### src/rtl/spi_xfer_ctrl.sv
// -----------------------------------------------------------------------------
// spi_xfer_ctrl
//   Transfer sequencer between a host word stream and the single-word SPI
//   master spi_v2. Host TX words are queued in a FIFO. One spi_v2 transfer is
//   launched per word: the start level is raised and txdata is held for the
//   whole transfer. The controller then follows the master's busy signal and,
//   after a settle delay, captures rxdata into an RX FIFO for the host.
//
// Ports
//   clk_i, rst_i        core clock (shared with spi_v2); async active-low reset
//   tx_data_i/valid_i   host TX word stream; tx_ready_o = TX FIFO not full
//   rx_data_o/valid_o   head of RX FIFO (first-word-fall-through); rx_ready_i pops
//   spi_start_o         to spi_v2 start_i (level, registered)
//   spi_txdata_o        to spi_v2 txdata_i, stable while active_o=1
//   spi_rxdata_i        from spi_v2 rxdata_o
//   spi_busy_i          from spi_v2 busy
//   active_o            1 whenever the sequencer is not idle
//   err_o / err_clr_i   sticky busy-timeout flag; a clear beats a same-cycle set
// -----------------------------------------------------------------------------

// Synchronous first-word-fall-through FIFO with 2**AW entries.
//   push/wr_data  write request (ignored when full, even with a same-cycle pop)
//   pop           read request (ignored when empty)
//   rd_data       head word; reads as zero while empty
//   full, empty   occupancy flags
module spi_xfer_fifo #(
  parameter int W  = 8,
  parameter int AW = 4
) (
  input  logic         clk_i,
  input  logic         rst_i,
  input  logic         push,
  input  logic [W-1:0] wr_data,
  input  logic         pop,
  output logic [W-1:0] rd_data,
  output logic         full,
  output logic         empty
);
  localparam logic [AW:0] DEPTH_C = {1'b1, {AW{1'b0}}};
  localparam logic [AW:0] CNT_ONE = {{AW{1'b0}}, 1'b1};
  localparam logic [AW-1:0] PTR_ONE = {{(AW-1){1'b0}}, 1'b1};

  logic [W-1:0]  mem_r [2**AW];
  logic [AW-1:0] wr_ptr_r;
  logic [AW-1:0] rd_ptr_r;
  logic [AW:0]   cnt_r;
  logic          do_push_s;
  logic          do_pop_s;

  assign full      = (cnt_r == DEPTH_C);
  assign empty     = (cnt_r == {(AW+1){1'b0}});
  assign do_push_s = push & ~full;
  assign do_pop_s  = pop & ~empty;
  assign rd_data   = empty ? {W{1'b0}} : mem_r[rd_ptr_r];

  // Storage array; contents are meaningless until written, so no reset
  always_ff @(posedge clk_i) begin
    if (do_push_s) begin
      mem_r[wr_ptr_r] <= wr_data;
    end
  end

  // Pointers wrap naturally at 2**AW; the count is one bit wider to tell full from empty
  always_ff @(posedge clk_i or negedge rst_i) begin
    if (!rst_i) begin
      wr_ptr_r <= {AW{1'b0}};
      rd_ptr_r <= {AW{1'b0}};
      cnt_r    <= {(AW+1){1'b0}};
    end else begin
      if (do_push_s) wr_ptr_r <= wr_ptr_r + PTR_ONE;
      if (do_pop_s)  rd_ptr_r <= rd_ptr_r + PTR_ONE;
      case ({do_push_s, do_pop_s})
        2'b10:   cnt_r <= cnt_r + CNT_ONE;
        2'b01:   cnt_r <= cnt_r - CNT_ONE;
        default: cnt_r <= cnt_r;
      endcase
    end
  end
endmodule

module spi_xfer_ctrl #(
  parameter int DATA_SIZE    = 8,
  parameter int AW           = 4,
  parameter int BUSY_TIMEOUT = 15,
  parameter int SETTLE       = 4
) (
  input  logic                 clk_i,
  input  logic                 rst_i,
  input  logic [DATA_SIZE-1:0] tx_data_i,
  input  logic                 tx_valid_i,
  output logic                 tx_ready_o,
  output logic [DATA_SIZE-1:0] rx_data_o,
  output logic                 rx_valid_o,
  input  logic                 rx_ready_i,
  output logic                 spi_start_o,
  output logic [DATA_SIZE-1:0] spi_txdata_o,
  input  logic [DATA_SIZE-1:0] spi_rxdata_i,
  input  logic                 spi_busy_i,
  output logic                 active_o,
  output logic                 err_o,
  input  logic                 err_clr_i
);
  localparam int TMAX = (BUSY_TIMEOUT > SETTLE) ? BUSY_TIMEOUT : SETTLE;
  localparam int TW   = $clog2(TMAX + 1);
  localparam logic [TW-1:0] TO_LAST  = TW'(BUSY_TIMEOUT - 1);
  localparam logic [TW-1:0] SET_LAST = TW'(SETTLE - 1);
  localparam logic [TW-1:0] T_ONE    = TW'(1);

  typedef enum logic [2:0] {
    IDLE      = 3'd0,
    LAUNCH    = 3'd1,
    WAIT_DONE = 3'd2,
    SETTLE_ST = 3'd3,
    GAP       = 3'd4
  } state_t;

  state_t                 state_r, state_n;
  logic [TW-1:0]          timer_r, timer_n;
  logic [DATA_SIZE-1:0]   txdata_r, txdata_n;
  logic                   start_r, active_r, err_r, err_n;
  logic                   err_set_s;
  logic                   tx_pop_s, rx_push_s;
  logic [DATA_SIZE-1:0]   tx_head_s;
  logic                   tx_full_s, tx_empty_s, rx_full_s, rx_empty_s;

  spi_xfer_fifo #(.W(DATA_SIZE), .AW(AW)) u_tx_fifo (
    .clk_i   (clk_i),
    .rst_i   (rst_i),
    .push    (tx_valid_i),
    .wr_data (tx_data_i),
    .pop     (tx_pop_s),
    .rd_data (tx_head_s),
    .full    (tx_full_s),
    .empty   (tx_empty_s)
  );

  spi_xfer_fifo #(.W(DATA_SIZE), .AW(AW)) u_rx_fifo (
    .clk_i   (clk_i),
    .rst_i   (rst_i),
    .push    (rx_push_s),
    .wr_data (spi_rxdata_i),
    .pop     (rx_ready_i),
    .rd_data (rx_data_o),
    .full    (rx_full_s),
    .empty   (rx_empty_s)
  );

  assign tx_ready_o   = ~tx_full_s;
  assign rx_valid_o   = ~rx_empty_s;
  assign spi_start_o  = start_r;
  assign spi_txdata_o = txdata_r;
  assign active_o     = active_r;
  assign err_o        = err_r;

  // Next-state logic; outputs are derived from the next state so they come straight off flops
  always_comb begin
    state_n   = state_r;
    timer_n   = timer_r;
    txdata_n  = txdata_r;
    tx_pop_s  = 1'b0;
    rx_push_s = 1'b0;
    err_set_s = 1'b0;
    case (state_r)
      IDLE: begin
        // Launch only while the RX FIFO has a free slot, so the later capture cannot overflow
        if (!tx_empty_s && !rx_full_s) begin
          tx_pop_s = 1'b1;
          txdata_n = tx_head_s;
          timer_n  = {TW{1'b0}};
          state_n  = LAUNCH;
        end else begin
          state_n  = IDLE;
        end
      end
      LAUNCH: begin
        if (spi_busy_i) begin
          state_n = WAIT_DONE;
        end else if (timer_r == TO_LAST) begin
          err_set_s = 1'b1;
          state_n   = GAP;
        end else begin
          timer_n = timer_r + T_ONE;
        end
      end
      WAIT_DONE: begin
        if (!spi_busy_i) begin
          timer_n = {TW{1'b0}};
          state_n = SETTLE_ST;
        end else begin
          state_n = WAIT_DONE;
        end
      end
      SETTLE_ST: begin
        if (timer_r == SET_LAST) begin
          rx_push_s = 1'b1;
          state_n   = GAP;
        end else begin
          timer_n = timer_r + T_ONE;
        end
      end
      GAP: begin
        state_n = IDLE;
      end
      default: begin
        state_n = IDLE;
      end
    endcase
    err_n = err_clr_i ? 1'b0 : (err_r | err_set_s);
  end

  // Sequencer state, timer and all registered outputs
  always_ff @(posedge clk_i or negedge rst_i) begin
    if (!rst_i) begin
      state_r  <= IDLE;
      timer_r  <= {TW{1'b0}};
      txdata_r <= {DATA_SIZE{1'b0}};
      start_r  <= 1'b0;
      active_r <= 1'b0;
      err_r    <= 1'b0;
    end else begin
      state_r  <= state_n;
      timer_r  <= timer_n;
      txdata_r <= txdata_n;
      start_r  <= (state_n == LAUNCH);
      active_r <= (state_n != IDLE);
      err_r    <= err_n;
    end
  end
endmodule

### config.mk
export PLATFORM = sky130hd
export DESIGN_NAME = spi_xfer_ctrl
export DESIGN_NICKNAME = d
export VERILOG_FILES = /design/src/rtl/spi_xfer_ctrl.sv
export SDC_FILE = /design/constraint.sdc
export NUM_CORES = 1
export LEC_CHECK = 0
export CORE_ASPECT_RATIO = 0.8
export CORE_UTILIZATION = 50
export CTS_BUF_LIST = sky130_fd_sc_hd__clkbuf_16
export CTS_CLUSTER_DIAMETER = 30
export CTS_CLUSTER_SIZE = 12
export DETAILED_ROUTE_END_ITERATION = 6
export GPL_TIMING_DRIVEN = 1
export PLACE_DENSITY = 0.7
export SYNTH_ARGS = -nofsm -noshare
export SYNTH_HDL_FRONTEND = slang
export SYNTH_HIERARCHICAL = 1
export SYNTH_SLANG_ARGS = --single-unit
### constraint.sdc
create_clock -name clk_i -period 3.47 [get_ports clk_i]
set_input_delay 0.8675 -clock clk_i [delete_from_list [all_inputs] [get_ports clk_i]]
set_output_delay 0.8675 -clock clk_i [all_outputs]
set_load 0.05 [all_outputs]
==> results.json, run 1 <==
{
  "cts-htree-levels": 2,
  "ios": 43,
  "ys_seq_elements": 300,
  "max_cap_violations": 0,
  "syn-cell-area_um2": 12700,
  "yosysMostFrequentCell": "edfxtp_1",
  "clock.fmax_mhz": 300,
  "port_buffers": 42,
  "async_flop_share": 0.147,
  "timing.final.crit_share": 0.960,
  "setup_viol": 0,
  "die_area_um2": 25900,
  "power_density_nw_per_um2": 892,
  "final_hold_viol_count": 0,
  "gp_congestion": 0.772,
  "critPathCaptureType": "output pin",
  "cts_buffer_depth": 3,
  "crit_type": "reg2out",
  "clk_pin_slew_ns": 0.05,
  "worst_slew_pin_slew_ns": 1.16,
  "period_minus_slack_ns": 3.33,
  "rsz0062_at_grt": "false",
  "critPathMaxFanout": 18,
  "antenna_found_initial": 0,
  "cts_tree": "done",
  "p_total_uw": 13500,
  "slew_headroom": 0.224,
  "synth_warnings": 6,
  "worst_ir_drop_vdd_mv": 0.518,
  "min_path_type": "reg2reg",
  "viasPerCell": 5.83,
  "cts_sinks": 300,
  "synthTopCellsByCount": "256 x edfxtp_1, 44 x dfrtp_1, 44 x mux4_2",
  "layout.nets": 824,
  "die_width_um": 180,
  "yosysTopAreaCellShare": 0.608,
  "status": "complete, no violations",
  "synthFlopType": "edfxtp_1",
  "fin_util": 0.614,
  "reg2reg_setup_slack_ns": 0.27,
  "overflow": 0,
  "tns_ns": 0,
  "n_antenna_cell": 0,
  "skew_ns": 0.0199,
  "report.final.slew_viol_count": 0,
  "wl_um": 24400,
  "syn-mean-instance-area_um2": 18.3,
  "syn_nets": 732,
  "initial_utilization": 0.515,
  "yosysSeqAreaShare": 0.695,
  "ys_types": 56,
  "placed_area_um2": 13500,
  "syn_to_final_growth_pct": 19.3,
  "fin_cells": 1136,
  "dr_total_vias": 6623,
  "critPathArrivalTime_ns": 2.46,
  "cp.required_ns": 2.60,
  "grt_pass1_wl_um": 38600,
  "postRouteAntennaNets": 0,
  "first_global_vias": 6834,
  "rows": 51,
  "drtIter0Drc": 449,
  "fin_area_um2": 15100,
  "dr.pass1.iters": 4,
  "synthCells": 690,
  "synth_edf_count": 256,
  "synth.area.top_cells": "edfxtp_1 61%, dfrtp_1 8.7%, mux4_2 7.8%, mux4_1 4.2%, mux2_2 2.5%",
  "grt.total_usage": 0.196,
  "dp.cells": 1052,
  "cts_root_buffer": "clkbuf_16",
  "clk_latency_ns": 0.53,
  "yosys.area.top_type": "edfxtp_1",
  "place_hpwl_um": 15900,
  "drcViolationCount": 0,
  "cp-start-kind": "flop",
  "numCtsBuffers": 46,
  "grt_max_degree": 45,
  "fp.dieH_um": 144,
  "p_leak_uw": 0.00529,
  "coreArea_um2": 24600,
  "drive_above_1_share": 0.259,
  "wl_per_cell_um": 21.4
}
## final timing paths
check | startpoint | endpoint | cells after the start
setup / recovery | u_rx_fifo/rd_ptr_r[1] | rx_data_o[3] | 6
hold / removal | spi_txdata_o[6] | spi_txdata_o[6] | 1
setup reg to reg | u_rx_fifo/cnt_r[1] | u_rx_fifo/cnt_r[4] | 12
hold reg to reg | spi_txdata_o[6] | spi_txdata_o[6] | 1
min in group asynchronous | rst_i | u_tx_fifo/rd_ptr_r[1] | 1
max in group asynchronous | rst_i | spi_txdata_o[6] | 1
## registers in the layout, summed over array words and instances, names as in the netlist, 5 cells and up
| signal | cells |
|---|---|
| spi_txdata_o | 8 |
| u_rx_fifo/mem_r | 128 |
| u_tx_fifo/mem_r | 128 |
| u_rx_fifo/cnt_r | 5 |
| u_tx_fifo/cnt_r | 5 |
## layout by cell type (no fill, tap or decap), drive strengths merged, types with 3 or more instances in the layout
cell type,synthesis,routed
a21boi,4,4
a21oi,20,20
and2,3,3
and3,4,4
buf,30,51
bufinv,0,7
clkbuf,10,46
clkdlybuf4s50,0,32
clkinv,0,12
clkinvlp,0,4
dfrtp,44,44
edfxtp,256,256
ha,20,20
inv,18,33
mux2,28,28
mux2i,16,16
mux4,64,64
nand2,23,23
nand2b,6,6
nand3,11,11
nand3b,5,5
nand4,4,4
nor2,31,31
nor3,9,9
nor4,4,4
nor4b,6,6
o211ai,6,6
o21ai,22,22
xnor2,18,18
## what timing repair did
action / in CTS / in global routing
endpoints found under the setup margin: 2 / 2
hold buffers: 0 / 0
gates cloned: 0 / 0
gates resized for setup: 2 / 3
setup buffers: 0 / 0
## per-layer routing
metal | wire (um) | global-route usage | up-vias
li1 | - | - | 2959
met1 | 11200 | 0.285 | 3430
met2 | 11400 | 0.306 | 197
met3 | 1370 | 0.0330 | 37
met4 | 404 | 0.0626 | 0
met5 | 0 | 0 | -
## area by class of cell
type                    instances  area, um^2
clock inverters                38         447
repair buffers                 84         747
well taps                     318         398
flip-flops and latches        300        8790
clock buffers                  46        1150
multi-input cells             332        3490
fillers                      1674        9480
inverters                      18        67.6
## worst max-delay path: stages, from the launching register on
cell and delay, ns:
dfrtp_1 0.39, buf_12 0.19, mux4_1 0.55, mux2_2 0.30, o21ai_0 0.15, a21oi_1 0.09, buf_4 0.24
## cell families (layout without fill, tap and decap cells)
logic type	after synthesis	count (layout)	share of synthesized area
buffers and inverters	58	186	0.0293
DFF	300	300	0.695
adders and majority gates	20	20	0.0198
and+or+nand+nor	116	116	0.0491
muxes	108	108	0.157
AOI/OAI and AO/OA	68	68	0.0359
xor gates and xnor gates	20	20	0.0138
## where the power goes
group / total [uW] / internal [uW] / switching [uW]
Combinational: 4020 / 1870 / 2150
Clock: 4660 / 2990 / 1670
Sequential: 4780 / 4320 / 454
## per-stage QoR
stage	setup WS (ns)	hold slack (ns)
2_1_floorplan	0.00881	0.489
3_3_place_gp	0.261	0.495
3_5_place_dp	0.0243	0.499
4_1_cts	0.0539	0.512
5_1_grt	0.0139	0.529
6_report	0.139	0.512
(Power assumes the default switching activity.)
==> inputs of run 2 (changes only) <==
CORE_UTILIZATION = 25   (was 50)
PLACE_DENSITY = unset   (was 0.7)
==> results.json, run 2 (same netlist as run 1, synthesis figures left out) <==
{
  "grt_pass1_wl_um": 40800,
  "final_hold_viol_count": 0,
  "timing.final.crit_share": 0.972,
  "syn_to_final_growth_pct": 30.5,
  "cts_tree": "done",
  "clk_pin_slew_ns": 0.05,
  "critPathMaxFanout": 12,
  "report.final.slew_viol_count": 0,
  "p_leak_uw": 0.00578,
  "crit_type": "reg2out",
  "overflow": 0,
  "period_minus_slack_ns": 3.37,
  "viasPerCell": 4.36,
  "cts_hold_buf": 0,
  "rsz0062_at_grt": "false",
  "place_hpwl_um": 17000,
  "r2r_cells": 14,
  "cts_root_buffer": "clkbuf_16",
  "numCtsBuffers": 69,
  "status": "complete, no violations",
  "ios": 43,
  "cts-htree-levels": 3,
  "final_common_cell": "edfxtp_1",
  "drive_above_1_share": 0.315,
  "wl_um": 26200,
  "die_width_um": 254,
  "grt.total_usage": 0.104,
  "tns_ns": 0,
  "max_cap_violations": 0,
  "fin_util": 0.332,
  "coreArea_um2": 49800,
  "dr_total_vias": 6774,
  "gp_congestion": 0.735,
  "cts_buffer_depth": 3,
  "dr.pass1.iters": 4,
  "clock.fmax_mhz": 296,
  "initial_utilization": 0.254,
  "die_area_um2": 51500,
  "critPathArrivalTime_ns": 2.51,
  "min_path_type": "in2async",
  "drcViolationCount": 0,
  "antenna_found_initial": 0,
  "worst_slew_pin_slew_ns": 0.771,
  "critPathCaptureType": "output pin",
  "first_global_vias": 6946,
  "grt_max_degree": 36,
  "rows": 73,
  "n_antenna_cell": 0,
  "clk_latency_ns": 0.57,
  "power_density_nw_per_um2": 934,
  "fp.dieH_um": 203,
  "setup_viol": 0,
  "cp.required_ns": 2.60,
  "layout.nets": 865,
  "skew_ns": 0.0197,
  "drtIter0Drc": 496,
  "postRouteAntennaNets": 0,
  "cp-start-kind": "flop",
  "wl_per_cell_um": 16.9,
  "worst_ir_drop_vdd_mv": 0.347,
  "nFillCells": 4710,
  "cts_sinks": 300,
  "slew_headroom": 0.486,
  "final_cell_mix": "256 x edfxtp_1, 70 x clkbuf_16, 62 x buf_4, 44 x mux4_2, 43 x dfrtp_1",
  "port_buffers": 42
}
-- run 2: cell count changes in the layout (fill, tap and decap cells not counted), moves of 3 or more --
cell       delta
buf_4        +15
clkinv_2      +9
clkinv_4      -4
clkinv_1      +3
inv_6         +7
clkbuf_16    +24
-- run 2: layout make-up --
class,count,area [um^2],area share
clock buffers,70,1750,0.106
repair buffers,102,910,0.0551
inverters,18,67.6,0.00409
flip-flops and latches,300,8790,0.532
multi-input cells,332,3510,0.213
well taps,675,845,0.0512
clock inverters,58,633,0.0383
-- run 2: routing by layer --
layer	vias to the layer above	wire length, um	track usage
met3	39	1290	0.0249
met5	-	0	0
met1	3498	12700	0.150
met4	0	491	0.0439
li1	3064	-	-
met2	173	11800	0.150
-- run 2: critical path, stage by stage (launching register included) --
cell and delay [ns]:
dfrtp_2 0.40, buf_12 0.16, mux4_1 0.54, mux2_2 0.28, o21ai_0 0.16, a21oi_1 0.12, buf_4 0.27
-- run 2: path summary, 6_finish.rpt --
path	endpoint	slack, ns	startpoint
min	u_tx_fifo/wr_ptr_r[0]	0.37	rst_i
max reg2reg	u_tx_fifo/cnt_r[4]	0.25	u_tx_fifo/cnt_r[1]
max	rx_data_o[0]	0.1	u_rx_fifo/rd_ptr_r[1]
max in group asynchronous	u_rx_fifo/rd_ptr_r[1]	2.33	rst_i
min in group clk_i	spi_txdata_o[6]	0.50	spi_txdata_o[6]
min reg2reg	spi_txdata_o[6]	0.50	spi_txdata_o[6]
-- run 2: report_power, final --
| part | internal (uW) | total (uW) | switching, uW |
|---|---|---|---|
| combinational | 1920 | 4170 | 2240 |
| sequential | 4340 | 4740 | 409 |
| clock | 4410 | 6510 | 2110 |
-- run 2: through the flow --
step | instances | hold slack (ns) | worst slack, ns | cell area (um^2) | power, uW
final | 1555 | 0.367 | 0.0964 | 16500 | 15400
after global routing | 1555 | 0.402 | 0.00831 | 16500 | 16100
after CTS | 1554 | 0.370 | -0.0551 | 16500 | 15500
after detailed placement | 1426 | 0.498 | 0.131 | 14100 | 8910
after global placement | 1426 | 0.493 | 0.217 | 14100 | 8850
after floorplan | 690 | 0.489 | 0.00881 | 12700 | 7870
-- run 2: what timing repair did --
action / 4_1_cts / 5_1_grt
hold endpoints to repair: 0 / 0
endpoints found under the setup margin: 8 / 8
setup buffers: 0 / 1
gates resized for setup: 3 / 15
